--- config.mk ---
export PLATFORM = sky130hd
export DESIGN_NAME = clock_set_cu
export DESIGN_NICKNAME = d
export VERILOG_FILES = /design/src/rtl/clock_set_pkg.sv /design/src/rtl/set_tick_cnt.sv /design/src/rtl/clock_set_cu.sv
export SDC_FILE = /design/constraint.sdc
export NUM_CORES = 1
export LEC_CHECK = 0
export ABC_AREA = 1
export CAP_MARGIN = 15
export CORE_MARGIN = 1
export CORE_UTILIZATION = 45
export CTS_BUF_LIST = sky130_fd_sc_hd__clkbuf_8
export CTS_CLUSTER_DIAMETER = 80
export DETAILED_ROUTE_END_ITERATION = 16
export MAX_ROUTING_LAYER = met4
export PLACE_DENSITY = 0.75
export SETUP_SLACK_MARGIN = 0.4
export SLEW_MARGIN = 30
export SYNTH_ARGS = -nofsm -noshare
export SYNTH_HDL_FRONTEND = slang
export SYNTH_SLANG_ARGS = --single-unit
--- constraint.sdc ---
create_clock -name clk -period 1.5 [get_ports clk]
set_input_delay 0.3 -clock clk [delete_from_list [all_inputs] [get_ports clk]]
set_output_delay 0.3 -clock clk [all_outputs]
set_load 0.01 [all_outputs]
--- src/rtl/clock_set_pkg.sv ---
// Shared types for the clock time-set control unit: FSM state encodings,
// display field codes and a counter-width helper.
package clock_set_pkg;

  typedef enum logic [1:0] {
    ST_IDLE     = 2'd0,
    ST_SET_HOUR = 2'd1,
    ST_SET_MIN  = 2'd2,
    ST_SET_SEC  = 2'd3
  } state_e;

  typedef enum logic [1:0] {
    FLD_NONE = 2'b00,
    FLD_HOUR = 2'b01,
    FLD_MIN  = 2'b10,
    FLD_SEC  = 2'b11
  } field_e;

  // Width of a counter that must hold values 0..max-1 (never narrower than 1 bit).
  function automatic int cnt_width(input int max);
    return (max < 2) ? 1 : $clog2(max);
  endfunction

  function automatic field_e field_of(input state_e st);
    case (st)
      ST_SET_HOUR: return FLD_HOUR;
      ST_SET_MIN:  return FLD_MIN;
      ST_SET_SEC:  return FLD_SEC;
      default:     return FLD_NONE;
    endcase
  endfunction

endpackage

--- src/rtl/set_tick_cnt.sv ---
// Modulo-MAX event counter used for blink half-periods and edit inactivity.
// o_wrap flags the enabled event that returns the count to zero; a clear wins over it.
module set_tick_cnt
  import clock_set_pkg::*;
#(
  parameter int MAX = 50
) (
  input  logic clk,
  input  logic reset,
  input  logic i_clr,
  input  logic i_en,
  output logic o_wrap
);

  localparam int W = cnt_width(MAX);
  localparam logic [W-1:0] LAST = W'(MAX - 1);

  logic [W-1:0] r_cnt;

  assign o_wrap = i_en & ~i_clr & (r_cnt == LAST);

  // NOTE: sequential state is always written with non-blocking assignments so
  // every register samples its inputs from before the clock edge.
  always_ff @(posedge clk) begin
    if (reset || i_clr) begin
      r_cnt <= '0;
    end else if (o_wrap) begin
      r_cnt <= '0;
    end else if (i_en) begin
      r_cnt <= r_cnt + 1'b1;
    end
  end

endmodule

--- src/rtl/clock_set_cu.sv ---
// Time-set control unit: walks IDLE->HOUR->MIN->SEC on mode pulses and emits
// registered inc/dec strobes, hold, msec-clear and blink. Optional inactivity
// auto-exit is built when CLOCK_SET_TIMEOUT_EN is defined.
module clock_set_cu
  import clock_set_pkg::*;
#(
  parameter int BLINK_TICKS = 50
`ifdef CLOCK_SET_TIMEOUT_EN
  ,
  parameter int TIMEOUT_TICKS = 1000
`endif
) (
  input  logic       clk,
  input  logic       reset,
  input  logic       i_tick,
  input  logic       i_clock_mode,
  input  logic       i_btn_mode,
  input  logic       i_btn_up,
  input  logic       i_btn_down,
  output logic [1:0] o_field,
  output logic       o_inc_hour,
  output logic       o_inc_min,
  output logic       o_inc_sec,
  output logic       o_dec_hour,
  output logic       o_dec_min,
  output logic       o_dec_sec,
  output logic       o_hold,
  output logic       o_msec_clear,
  output logic       o_blink
);

  state_e r_state, w_next;

  logic w_editing;
  logic w_mode_ok;
  logic w_up_ok;
  logic w_down_ok;
  logic w_timeout;
  logic w_blink_clr;
  logic w_blink_en;
  logic w_blink_wrap;

  field_e r_field, w_field_d;
  logic   r_hold, w_hold_d;
  logic   r_msec_clear, w_msec_clear_d;
  logic   r_blink, w_blink_d;
  logic [2:0] r_inc, w_inc_d;  // {hour, min, sec}
  logic [2:0] r_dec, w_dec_d;

  assign w_editing = (r_state != ST_IDLE);
  assign w_mode_ok = i_btn_mode & i_clock_mode;
  // Mode outranks up/down, and up+down together cancel each other.
  assign w_up_ok   = w_editing & i_clock_mode & ~i_btn_mode & i_btn_up & ~i_btn_down;
  assign w_down_ok = w_editing & i_clock_mode & ~i_btn_mode & i_btn_down & ~i_btn_up;

`ifdef CLOCK_SET_TIMEOUT_EN
  logic w_to_clr;
  logic w_to_en;

  assign w_to_clr = i_btn_mode | i_btn_up | i_btn_down | ~w_editing;
  assign w_to_en  = i_tick & w_editing;

  set_tick_cnt #(.MAX(TIMEOUT_TICKS)) u_timeout_cnt (
    .clk    (clk),
    .reset  (reset),
    .i_clr  (w_to_clr),
    .i_en   (w_to_en),
    .o_wrap (w_timeout)
  );
`else
  assign w_timeout = 1'b0;
`endif

  // State register
  always_ff @(posedge clk) begin
    if (reset) begin
      r_state <= ST_IDLE;
    end else begin
      r_state <= w_next;
    end
  end

  // Next-state logic
  // NOTE: every signal written in a combinational block gets a default first,
  // so no path through the case can leave it unassigned and infer a latch.
  always_comb begin
    w_next = r_state;
    if (r_state == ST_IDLE) begin
      if (w_mode_ok) w_next = ST_SET_HOUR;
    end else if (!i_clock_mode || w_timeout) begin
      w_next = ST_IDLE;
    end else if (i_btn_mode) begin
      case (r_state)
        ST_SET_HOUR: w_next = ST_SET_MIN;
        ST_SET_MIN:  w_next = ST_SET_SEC;
        default:     w_next = ST_IDLE;
      endcase
    end
  end

  // Output logic: next values for the registered outputs
  always_comb begin
    w_field_d      = field_of(w_next);
    w_hold_d       = (w_next != ST_IDLE);
    w_inc_d        = '0;
    w_dec_d        = '0;
    w_msec_clear_d = 1'b0;
    w_blink_d      = r_blink;

    case (r_state)
      ST_SET_HOUR: begin
        w_inc_d[2] = w_up_ok;
        w_dec_d[2] = w_down_ok;
      end
      ST_SET_MIN: begin
        w_inc_d[1] = w_up_ok;
        w_dec_d[1] = w_down_ok;
      end
      ST_SET_SEC: begin
        w_inc_d[0] = w_up_ok;
        w_dec_d[0] = w_down_ok;
      end
      default: ;
    endcase

    // Leaving SEC by the mode button and an inactivity timeout both finish an
    // edit normally; a mode-switch drop abandons it without touching msec.
    if ((r_state == ST_SET_SEC && w_mode_ok) || (w_editing && i_clock_mode && w_timeout)) begin
      w_msec_clear_d = 1'b1;
    end

    if (w_blink_clr) begin
      w_blink_d = 1'b1;
    end else if (w_blink_wrap) begin
      w_blink_d = ~r_blink;
    end
  end

  // Keep the edited digits visible while they change and outside edit mode.
  assign w_blink_clr = (w_next == ST_IDLE) | (w_next != r_state) | w_up_ok | w_down_ok;
  assign w_blink_en  = i_tick & w_editing;

  set_tick_cnt #(.MAX(BLINK_TICKS)) u_blink_cnt (
    .clk    (clk),
    .reset  (reset),
    .i_clr  (w_blink_clr),
    .i_en   (w_blink_en),
    .o_wrap (w_blink_wrap)
  );

  // Output registers
  always_ff @(posedge clk) begin
    if (reset) begin
      r_field      <= FLD_NONE;
      r_hold       <= 1'b0;
      r_inc        <= '0;
      r_dec        <= '0;
      r_msec_clear <= 1'b0;
      r_blink      <= 1'b1;
    end else begin
      r_field      <= w_field_d;
      r_hold       <= w_hold_d;
      r_inc        <= w_inc_d;
      r_dec        <= w_dec_d;
      r_msec_clear <= w_msec_clear_d;
      r_blink      <= w_blink_d;
    end
  end

  assign o_field      = r_field;
  assign o_hold       = r_hold;
  assign o_inc_hour   = r_inc[2];
  assign o_inc_min    = r_inc[1];
  assign o_inc_sec    = r_inc[0];
  assign o_dec_hour   = r_dec[2];
  assign o_dec_min    = r_dec[1];
  assign o_dec_sec    = r_dec[0];
  assign o_msec_clear = r_msec_clear;
  assign o_blink      = r_blink;

endmodule

==> results of run 1 <==
==> worst max-delay path: cells and delay by family, from the launching register on <==
| kind | cells | cell delay [ns] |
|---|---|---|
| and+or+nand+nor | 6 | 0.69 |
| adders and majority gates | 1 | 0.18 |
| buffers and inverters | 2 | 0.16 |
| DFF | 1 | 0.38 |
==> power by group <==
group	internal, µW	switching, µW
clock	181	156
sequential	486	6.69
combinational	92.1	126
==> how the worst min path moves through the flow <==
stage	start	end	slack (ns)	cells past startpoint
5_1_grt	reset	r_state[1]$_SDFF_PP0_	0.41	2
3_5_place_dp	o_blink$_SDFFE_PP1P_	o_blink$_SDFFE_PP1P_	0.50	2
3_3_place_gp	o_blink$_SDFFE_PP1P_	o_blink$_SDFFE_PP1P_	0.49	2
4_1_cts	u_blink_cnt.r_cnt[5]$_SDFFE_PP0P_	u_blink_cnt.r_cnt[5]$_SDFFE_PP0P_	0.54	2
6_report	reset	r_state[1]$_SDFF_PP0_	0.41	2
2_1_floorplan	i_btn_mode	o_msec_clear$_SDFF_PP0_	0.46	2
==> flip-flops by register name, indices dropped and copies added, names as in the netlist <==
name	count
r_state	2
u_blink_cnt.r_cnt	6
r_dec	3
r_inc	3
o_blink	1
o_msec_clear	1
o_hold	1
o_field	1
==> cells by family (layout without fill, tap and decap cells) <==
kind of cell	count (synthesis)	in the layout	synth area share
simple gates	53	53	0.3072
flops	18	18	0.4337
buf+inv	15	52	0.08132
fa+ha+maj	6	6	0.09036
xor+xnor	6	6	0.06325
compound gates	4	4	0.02409
==> routing by layer <==
metal	vias up	GRT usage	part of all wire
li1	398	-	-
met3	4	0.04800	0.040
met1	385	0.2537	0.43
met2	21	0.4464	0.52
met5	-	-	0
met4	0	0.07273	0.010
==> area by class of cell <==
cell class,instances,area [µm²]
multi-input combinational,69,549.3
fill,116,404.1
sequential,18,369.1
timing repair buffer,35,266.5
inverter,13,61.31
clock buffer,3,41.29
tap,25,31.28
clock inverter,1,3.754
==> through the flow <==
stage | power (µW) | hold slack [ns] | area (µm²) | TNS, ns
floorplan | 591.8 | 0.4633 | 860.8 | 0
global placement | 644.8 | 0.4934 | 1096 | -1.498
detailed placement | 648.5 | 0.5028 | 1096 | -1.485
CTS | 1014 | 0.5407 | 1281 | 0
global route | 1087 | 0.4053 | 1323 | -0.6118
finish | 1048 | 0.4128 | 1323 | -0.08992
==> layout by cell type, fill, tap and decap left out, types with 2 or more instances in the layout <==
cell             synthesis  layout
a21oi_2                  0       2
buf_2                    0       4
buf_4                    1      16
buf_6                    1       2
clkbuf_2                 0       5
clkbuf_8                 0       3
clkdlybuf4s50_1          0       3
dfxtp_1                 18      15
dfxtp_4                  0       2
dlygate4sd2_1            0       3
ha_1                     6       4
inv_1                   12       8
inv_2                    1       2
inv_4                    0       3
nand2_1                 17      11
nand2_2                  0       6
nand3_1                 11       4
nand3_2                  2       6
nand3_4                  0       3
nor2_1                  12       7
nor2_2                   2       5
nor2_4                   1       3
nor3_2                   1       4
xnor2_1                  2       2
xor2_1                   4       4
==> what timing repair did <==
| action | 4_1_cts | 5_1_grt |
|---|---|---|
| pin swaps | 11 | 11 |
| endpoints found under the setup margin | 28 | 27 |
| gates resized for setup | 51 | 26 |
| buffers inserted | 9 | 2 |
| endpoints found under the hold margin | 0 | 0 |
==> reports/qor.csv, run 1 <==
stage;metric;value;unit
outcome;status;finished with violations;
outcome;failing checks;setup timing;
timing;Setup WS post-layout;-0.02795;ns
setup_path;FF-to-FF Start;r_state[1]$_SDFF_PP0_;
power;Leak;0.0005574;µW
routing;vias post-DR;808;
setup_path;CP max FO;4;
setup_path;worst reg-to-reg path cell count;9;
timing;Setup Skew;0.005491;ns
logic_synthesis;Post-synth top cells;dfxtp_1, nand2_1, inv_1, nor2_1, nand3_1;
logic_synthesis;number of standard cells after synthesis;102;
place;HPWL Detailed;1.268;mm
hold_path;Worst Hold Class;primary input to flop;
logic_synthesis;post-synth top area share;0.4337;
setup_path;R2R setup slack;-0.03;ns
logic_synthesis;Synth area leader;dfxtp_1;
layout;Area Overhead vs Synth;59.19;%
timing;Hold Vio Cnt, Final;0;
clock_network;Max Root-Sink Buffers;2;
timing;Tmin final;1.528;ns
place;placed cell count;149;
grt;initial antenna violation count;0;
timing;RSZ-0062 raised after global routing;true;
setup_path;crit path to;o_blink$_SDFFE_PP1P_;
grt;GRT Total Usage;0.2410;
clock_network;cts bufs inserted;3;
logic_synthesis;number of synthesis warnings;0;
clock_network;CTS tree;built;
floorplan;Die Area;0.002022;mm²
logic_synthesis;net count after synthesis;115;
floorplan;Rows;15;
clock_network;worst-skew pair later-pin latency;0.25;ns
grt;gr ovfl total;0;
layout;Nets;153;
timing;Worst slew margin;0.7916;
routing;Routed WL;2.379;mm
setup_path;Worst Setup SP;r_state[1]$_SDFF_PP0_;
layout;fraction of layout cells with a size suffix above 1;0.5180;
logic_synthesis;Synth cell types;20;
setup_path;CP most frequent cell;nand3_2;
logic_synthesis;Synth Flop Type;dfxtp_1;
power;Peak VDD IR;0.6083;mV
floorplan;initial core utilization;0.4812;
routing;final antenna-violating net count;0;
setup_path;CP cell instances;inv_4 -> ha_4 -> nor2_4 -> nand3_4 -> nand3_2 -> nand3_2 -> nor2_4 -> buf_6 -> nand3_2;
floorplan;IO Pins;18;
layout;antenna cell count;0;
setup_path;CP peak stage delay;0.38;ns
logic_synthesis;Post-Syn Area;830.8;µm²
clock_network;H-tree depth;1;
clock_network;cts hold-fix bufs;0;
setup_path;CP Capture Type;flop;
grt;vias in the first global route;760;
job;# Max-Cap Violations;0;
routing;DR iter-0 viols;18;
timing;Slew Viols, Final;0;
place;RD Place Congestion;0.9026;
grt;first-pass GRT wire length;3.312;mm
logic_synthesis;Post-synth EDFFs;0;
floorplan;die height;44.97;µm
layout;Layout Cells excl Fill;164;
logic_synthesis;post-synthesis sequential area ratio;0.4337;
clock_network;CTS clk-pin slew, worst paths;0.07;ns
timing;Final Cycle Share;1.019;
clock_network;root buf cell;clkbuf_8;
layout;Util after Layout;0.7659;
clock_network;CTS Sinks;18;
routing;drt first pass iters;4;
setup_path;Data required, critical path;1.63;ns
floorplan;Core Box Area;0.001727;mm²
logic_synthesis;Mean Syn Cell Area;8.145;µm²
setup_path;critical path class;flop to flop;
routing;vias per cell;4.927;
logic_synthesis;most common cell in the netlist;dfxtp_1;
timing;fmax;654.5;MHz
power;Pwr per Cell Area;792.8;mW/mm²
setup_path;Critical Path Slowest Stage Cell;dfxtp_4;
timing;Worst Tran Pin Value;0.3121;ns
setup_path;crit path DAT;1.66;ns
grt;largest net degree at the start of global routing;11;
place;worst slack at placement;-0.2156;ns
routing;Residual DRC;0;
place;number of port buffers;17;
logic_synthesis;top cells by area, synth;dfxtp_1, ha_1, nand2_1;
setup_path;CP Launch Type;flop;
logic_synthesis;asr flop ratio synth;0;
routing;WL/cell;14.51;µm
floorplan;DIE WIDTH;44.97;µm
timing;final setup fails;7;
logic_synthesis;Yosys reg bits;18;
setup_path;RR Endpoint;o_blink$_SDFFE_PP1P_;
(Power assumes the default switching activity.)
==> inputs of run 2 (changes only) <==
--- a/config.mk
+++ b/config.mk
@@ -13,9 +13,10 @@
 export CTS_CLUSTER_DIAMETER = 80
 export DETAILED_ROUTE_END_ITERATION = 16
 export MAX_ROUTING_LAYER = met4
-export PLACE_DENSITY = 0.75
-export SETUP_SLACK_MARGIN = 0.4
+export PLACE_DENSITY = 0.74
+export REMOVE_ABC_BUFFERS = 1
 export SLEW_MARGIN = 30
 export SYNTH_ARGS = -nofsm -noshare
 export SYNTH_HDL_FRONTEND = slang
+export SYNTH_HIERARCHICAL = 1
 export SYNTH_SLANG_ARGS = --single-unit
==> run 2 against run 1 <==
Against the previous run: the run still ends with setup timing left; global-route usage is 1.9 points lower; first-iteration DRC count decreased by 11%; clock skew about the same; maximum frequency down 14%; count of clock-buffer cells in the layout up 1; non-clock buffer count rose by 15; hold slack better by 0.14 ns; critical path depth rose by 6; register-to-register slack worse by 0.25 ns; critical path type unchanged.
==> reports/qor.csv, run 2 <==
stage;metric;value;unit
timing;Setup Skew;0.005383;ns
logic_synthesis;most common cell in the netlist;nand2_1;
setup_path;CP max FO;3;
layout;most common cell after layout, fill and taps aside;buf_4;
logic_synthesis;Post-synth EDFFs;0;
layout;antenna cell count;0;
setup_path;crit path to;o_blink$_SDFFE_PP1P_;
clock_network;CTS Sinks;18;
logic_synthesis;Yosys reg bits;18;
layout;area occupied by multi-input gates;530.5;µm²
grt;gr ovfl total;0;
logic_synthesis;number of standard cells after synthesis;122;
timing;Slew Viols, Final;0;
floorplan;die height;46.18;µm
setup_path;Critical Path Slowest Stage Cell;dfxtp_2;
clock_network;H-tree depth;1;
layout;commonest cells after routing, fill and taps aside;buf_4, nand2_1, dfxtp_1;
grt;GRT Total Usage;0.2215;
timing;fmax;562.9;MHz
floorplan;Core Box Area;0.001783;mm²
logic_synthesis;Synth Flop Type;dfxtp_1;
grt;met1 track demand over resource;0.2375;
clock_network;root buf cell;clkbuf_8;
grt;first-pass GRT wire length;3.222;mm
clock_network;CTS tree;built;
power;Leak;0.0006493;µW
logic_synthesis;post-synthesis sequential area ratio;0.4103;
layout;Reg with most FFs;u_blink_cnt/r_cnt;
grt;initial antenna violation count;0;
timing;Final Cycle Share;1.184;
setup_path;CP Capture Type;flop;
setup_path;Data required, critical path;1.63;ns
logic_synthesis;number of synthesis warnings;6;
outcome;failing checks;setup timing;
logic_synthesis;Mean Syn Cell Area;7.200;µm²
power;Pwr per Cell Area;773.6;mW/mm²
layout;FF/Latch Area;362.8;µm²
floorplan;Rows;15;
setup_path;CP peak stage delay;0.34;ns
setup_path;CP Launch Type;flop;
routing;vias per cell;4.889;
layout;Area Overhead vs Synth;69.66;%
hold_path;Worst Hold Class;flop to flop;
floorplan;IO Pins;18;
logic_synthesis;top cells by area, synth;dfxtp_1, nand2_1, nor2_1;
floorplan;DIE WIDTH;46.18;µm
logic_synthesis;Synth area leader;dfxtp_1;
setup_path;Worst Setup SP;r_state[1]$_SDFF_PP0_;
setup_path;crit path DAT;1.91;ns
setup_path;Buffers & Inverters on Critical Path;3;
routing;final antenna-violating net count;0;
routing;drt first pass iters;4;
place;number of port buffers;17;
floorplan;initial core utilization;0.4926;
layout;Util after Layout;0.8358;
logic_synthesis;asr flop ratio synth;0;
timing;final setup fails;7;
timing;Worst Tran Pin Value;0.3143;ns
setup_path;CP cell instances;buf_6 -> ha_2 -> inv_2 -> nand2_1 -> nand3_2 -> nand2_2 -> nand2_2 -> nand2_4 -> nand2_4 -> nor2_4 -> nand3_4 -> inv_2 -> xor2_1 -> nor2_1 -> nand3_2;
place;Placement Cell Area;0.001210;mm²
setup_path;R2R setup slack;-0.28;ns
logic_synthesis;Post-Syn Area;878.3;µm²
clock_network;CTS clk-pin slew, worst paths;0.07;ns
place;RD Place Congestion;0.8919;
grt;largest net degree at the start of global routing;11;
clock_network;Max Root-Sink Buffers;2;
power;Peak VDD IR;0.8092;mV
logic_synthesis;post-synth top area share;0.4103;
setup_path;WP depth;15;
grt;GRT met3 Usage;0.07843;
logic_synthesis;Post-synth top cells;nand2_1, nor2_1, inv_1;
setup_path;FF-to-FF Start;r_state[1]$_SDFF_PP0_;
timing;Hold Vio Cnt, Final;0;
timing;Worst slew margin;0.7883;
grt;GRT met2 Usage;0.3803;
grt;vias in the first global route;823;
logic_synthesis;Synth cell types;19;
layout;fraction of layout cells with a size suffix above 1;0.4310;
floorplan;Die Area;0.002133;mm²
grt;GRT busiest layer;met2;
timing;RSZ-0062 raised after global routing;true;
clock_network;cts bufs inserted;3;
timing;Tmin final;1.776;ns
place;HPWL Detailed;1.362;mm
layout;Filler cells;106;
setup_path;critical path class;flop to flop;
timing;final setup TNS;-1.398;ns
layout;top flop regs;u_blink_cnt/r_cnt x6, r_dec x3, r_inc x3;
clock_network;worst-skew pair later-pin latency;0.25;ns
layout;final instance area;0.001490;mm²
setup_path;Worst path top cell family by delay;simple AND/OR/NAND/NOR gates;
routing;WL/cell;13.61;µm
layout;Largest register FFs;6;
routing;Residual DRC;0;
setup_path;RR Endpoint;o_blink$_SDFFE_PP1P_;
job;# Max-Cap Violations;0;
routing;Routed WL;2.708;mm
routing;vias post-DR;973;
layout;Nets;188;
outcome;status;finished with violations;
routing;DR iter-0 viols;16;
setup_path;worst reg-to-reg path cell count;15;
timing;Setup WS post-layout;-0.2764;ns
-- run 2: cells by family (layout without fill, tap and decap cells) --
| group | count (synthesis) | count (layout) | share of synthesized area |
|---|---|---|---|
| compound gates | 5 | 5 | 0.03134 |
| xor+xnor | 3 | 3 | 0.02992 |
| fa+ha+maj | 6 | 6 | 0.08547 |
| buf+inv | 23 | 75 | 0.1040 |
| flops | 18 | 18 | 0.4103 |
| simple gates | 67 | 67 | 0.3390 |
-- run 2: power breakdown --
part,switching (µW),internal [µW]
clock,151,233
sequential,4.50,486
combinational,133,145
-- run 2: repair_timing --
| item | in CTS | in global routing |
|---|---|---|
| buffers inserted | 11 | 5 |
| gates resized for setup | 23 | 22 |
| hold buffers | 0 | 0 |
| pin swaps | 13 | 8 |
| setup endpoints to repair | 8 | 9 |
-- run 2: worst min-delay path by stage --
| stage | from | to | slack, ns | depth (start not counted) |
|---|---|---|---|---|
| finish | u_blink_cnt/r_cnt[5]$_SDFFE_PP0P_ | u_blink_cnt/r_cnt[5]$_SDFFE_PP0P_ | 0.56 | 3 |
| global route | u_blink_cnt/r_cnt[5]$_SDFFE_PP0P_ | u_blink_cnt/r_cnt[5]$_SDFFE_PP0P_ | 0.59 | 3 |
| CTS | u_blink_cnt/r_cnt[5]$_SDFFE_PP0P_ | u_blink_cnt/r_cnt[5]$_SDFFE_PP0P_ | 0.55 | 3 |
| detailed placement | u_blink_cnt/r_cnt[5]$_SDFFE_PP0P_ | u_blink_cnt/r_cnt[5]$_SDFFE_PP0P_ | 0.54 | 3 |
| global placement | u_blink_cnt/r_cnt[5]$_SDFFE_PP0P_ | u_blink_cnt/r_cnt[5]$_SDFFE_PP0P_ | 0.51 | 3 |
| floorplan | reset | r_state[0]$_SDFF_PP0_ | 0.37 | 1 |
-- run 2: per-layer routing --
layer / part of all wire / vias up / wire length (µm)
met2: 0.51 / 42 / 1378
met5: 0 / - / 0
met3: 0.047 / 14 / 128
met1: 0.40 / 445 / 1074
li1: - / 472 / -
met4: 0.047 / 0 / 127
-- run 2: layout make-up --
class / count / area share
inverter: 21 / 0.05290
timing repair buffer: 50 / 0.2897
clock buffer: 4 / 0.03694
sequential: 18 / 0.2435
multi-input combinational: 81 / 0.3560
tap: 25 / 0.02099
-- run 2: per-stage QoR --
stage / instances / setup slack (ns) / power [µW] / hold slack, ns
floorplan: 120 / -0.3320 / 569.7 / 0.3691
global placement: 181 / -0.4247 / 664.0 / 0.5052
detailed placement: 181 / -0.4792 / 668.2 / 0.5443
CTS: 195 / -0.1639 / 1100 / 0.5531
global route: 199 / -0.3668 / 1205 / 0.5879
finish: 199 / -0.2764 / 1153 / 0.5553
-- run 2: worst min-delay path, stage by stage, from the launching register on --
cell	delay, ns
dfxtp_1	0.32
nand3_1	0.08
nand2_1	0.06
nor2_2	0.07
==> inputs of run 3 (changes only) <==
--- a/config.mk
+++ b/config.mk
@@ -8,12 +8,12 @@
 export ABC_AREA = 1
 export CAP_MARGIN = 15
 export CORE_MARGIN = 1
-export CORE_UTILIZATION = 45
+export CORE_UTILIZATION = 47
 export CTS_BUF_LIST = sky130_fd_sc_hd__clkbuf_8
 export CTS_CLUSTER_DIAMETER = 80
 export DETAILED_ROUTE_END_ITERATION = 16
 export MAX_ROUTING_LAYER = met4
-export PLACE_DENSITY = 0.74
+export PLACE_DENSITY = 0.77
 export REMOVE_ABC_BUFFERS = 1
 export SLEW_MARGIN = 30
 export SYNTH_ARGS = -nofsm -noshare
==> run 3 against run 2 <==
Against the previous run: the run still ends with setup timing left; clock power up 4%; setup slack better by 0.0061 ns; combinational power down 16%; hold slack worse by 0.00089 ns; first-iteration DRC count up 94%; critical endpoint unchanged.
==> reports/qor.csv, run 3 (synthesized netlist as in run 2, its figures left out) <==
stage;metric;value;unit
outcome;status;finished with violations;
outcome;failing checks;setup timing;
place;number of port buffers;17;
timing;Setup WS post-layout;-0.2703;ns
grt;initial antenna violation count;0;
routing;Routed WL;2.625;mm
hold_path;Worst Hold Launch;u_blink_cnt/r_cnt[5]$_SDFFE_PP0P_;
setup_path;CP most frequent cell;nand2_2;
timing;Worst slew margin;0.7211;
routing;vias post-DR;944;
floorplan;Rows;15;
clock_network;H-tree depth;1;
place;HPWL Detailed;1.465;mm
setup_path;Buffers & Inverters on Critical Path;4;
routing;DR WL met2;1.397;mm
hold_path;Worst Hold Class;flop to flop;
clock_network;cts bufs inserted;3;
job;# Max-Cap Violations;0;
layout;antenna cell count;0;
setup_path;critical path class;flop to flop;
floorplan;DIE WIDTH;45.23;µm
layout;Layout Cells excl Fill;192;
clock_network;CTS clk-pin slew, worst paths;0.07;ns
routing;DR iter-0 viols;31;
routing;drt first pass iters;4;
power;Pwr per Cell Area;800.4;mW/mm²
setup_path;RR Endpoint;o_blink$_SDFFE_PP1P_;
timing;hold slack;0.5544;ns
floorplan;initial core utilization;0.5032;
timing;Tmin final;1.770;ns
timing;RSZ-0062 raised after global routing;true;
timing;final setup fails;7;
grt;first-pass GRT wire length;4.064;mm
floorplan;Die Area;0.002046;mm²
setup_path;Critical Path Slowest Stage Cell;dfxtp_2;
routing;vias per cell;4.917;
setup_path;crit path DAT;1.92;ns
timing;Setup Skew;0.005333;ns
place;placed cell count;182;
power;Peak VDD IR;1.057;mV
place;RD Place Congestion;0.8687;
layout;top flop regs;u_blink_cnt/r_cnt x6, r_dec x3, r_inc x3;
setup_path;FF-to-FF Start;r_state[0]$_SDFF_PP0_;
routing;Detail Route met3 WL;110;µm
floorplan;Core Box Area;0.001745;mm²
grt;vias in the first global route;934;
setup_path;Data required, critical path;1.65;ns
grt;gr ovfl total;0;
clock_network;root buf cell;clkbuf_8;
setup_path;CP max FO;3;
floorplan;die height;45.23;µm
layout;Nets;181;
setup_path;R2R setup slack;-0.27;ns
timing;Final Cycle Share;1.180;
layout;final instance area;0.001404;mm²
layout;Area Overhead vs Synth;59.83;%
timing;Worst Tran Pin Value;0.4170;ns
hold_path;Hold Path End;u_blink_cnt/r_cnt[5]$_SDFFE_PP0P_;
routing;Residual DRC;0;
layout;Largest register FFs;6;
timing;fmax;564.9;MHz
routing;top layer in use;met4;
timing;Hold Vio Cnt, Final;0;
routing;M1 WL;991;µm
layout;Filler cells;111;
routing;final antenna-violating net count;0;
floorplan;IO Pins;18;
setup_path;Worst path top cell family by delay;simple AND/OR/NAND/NOR gates;
layout;Util after Layout;0.8043;
layout;commonest cells after routing, fill and taps aside;buf_4, nand2_1, nor2_1;
place;Placement Cell Area;0.001217;mm²
layout;most common cell after layout, fill and taps aside;buf_4;
clock_network;worst-skew pair later-pin latency;0.26;ns
power;Leak;0.0006085;µW
layout;fraction of layout cells with a size suffix above 1;0.3772;
clock_network;CTS tree;built;
layout;Reg with most FFs;u_blink_cnt/r_cnt;
setup_path;CP Launch Type;flop;
routing;WL/cell;13.67;µm
setup_path;CP peak stage delay;0.36;ns
timing;Slew Viols, Final;0;
clock_network;CTS Sinks;18;
grt;largest net degree at the start of global routing;11;
grt;GRT Total Usage;0.2988;
clock_network;Max Root-Sink Buffers;2;
setup_path;CP Capture Type;flop;
setup_path;worst reg-to-reg path cell count;15;
hold_path;hold path depth;3;
setup_path;CP cell instances;inv_4 -> ha_4 -> inv_2 -> nand2_2 -> nand3_2 -> nand2_2 -> inv_2 -> nand2_2 -> nand2_2 -> nor2_2 -> nand3_2 -> inv_2 -> xor2_2 -> nor2_2 -> nand3_2;
[run 3: cell count changes in the layout (fill, tap and decap cells not counted), sizes merged]
cell / previous run / this run
buf: 33 / 26
dlymetal6s2s: 1 / 0
clkdlybuf4s50: 13 / 14
[run 3: worst max path at each step]
stage / startpoint / endpoint / slack, ns / cells past startpoint
2_1_floorplan: r_state[0]$_SDFF_PP0_ / o_blink$_SDFFE_PP1P_ / -0.33 / 14
3_3_place_gp: i_btn_mode / o_blink$_SDFFE_PP1P_ / -0.42 / 14
3_5_place_dp: i_btn_mode / o_blink$_SDFFE_PP1P_ / -0.51 / 14
4_1_cts: r_state[0]$_SDFF_PP0_ / o_blink$_SDFFE_PP1P_ / -0.19 / 15
5_1_grt: r_state[0]$_SDFF_PP0_ / o_blink$_SDFFE_PP1P_ / -0.39 / 15
6_report: r_state[0]$_SDFF_PP0_ / o_blink$_SDFFE_PP1P_ / -0.27 / 15
[run 3: through the flow]
step | worst slack (ns) | TNS [ns] | power [µW]
finish | -0.2703 | -1.641 | 1124
global route | -0.3904 | -2.388 | 1158
global placement | -0.4216 | -2.662 | 668.5
detailed placement | -0.5079 | -3.374 | 675.1
CTS | -0.1886 | -1.009 | 1112
floorplan | -0.3320 | -1.657 | 569.7
[run 3: timing repair]
action,CTS,global route
pin swaps,13,5
gates cloned,0,0
resized for setup,24,9
hold endpoints to repair,0,0
buffers inserted,5,1
hold buffers,0,0
endpoints found under the setup margin,8,7
[run 3: layer usage]
metal,vias to the layer above,GRT usage
li1,455,-
met1,438,0.3039
met2,39,0.5217
met3,12,0.04400
met4,0,0.2061
met5,-,-
[run 3: area by class of cell]
| cell class | instances | area (µm²) | share of cell area |
|---|---|---|---|
| multi-input cells | 81 | 506.7 | 0.3610 |
| flip-flops and latches | 18 | 364.1 | 0.2594 |
| clock buffers | 4 | 55.05 | 0.03922 |
| inverters | 21 | 81.33 | 0.05793 |
| well taps | 25 | 31.28 | 0.02228 |
| repair buffers | 43 | 365.4 | 0.2602 |
[run 3: report_power, final]
part	total [µW]	internal, µW	switching (µW)
registers	491	486	5.23
logic	233	117	116
clock network	400	233	166
total	1120	836	288
[run 3: tightest hold or removal path, delay by kind of cell (launching register included)]
family	cells	cell delay (ns)
DFF	1	0.33
and+or+nand+nor	3	0.18
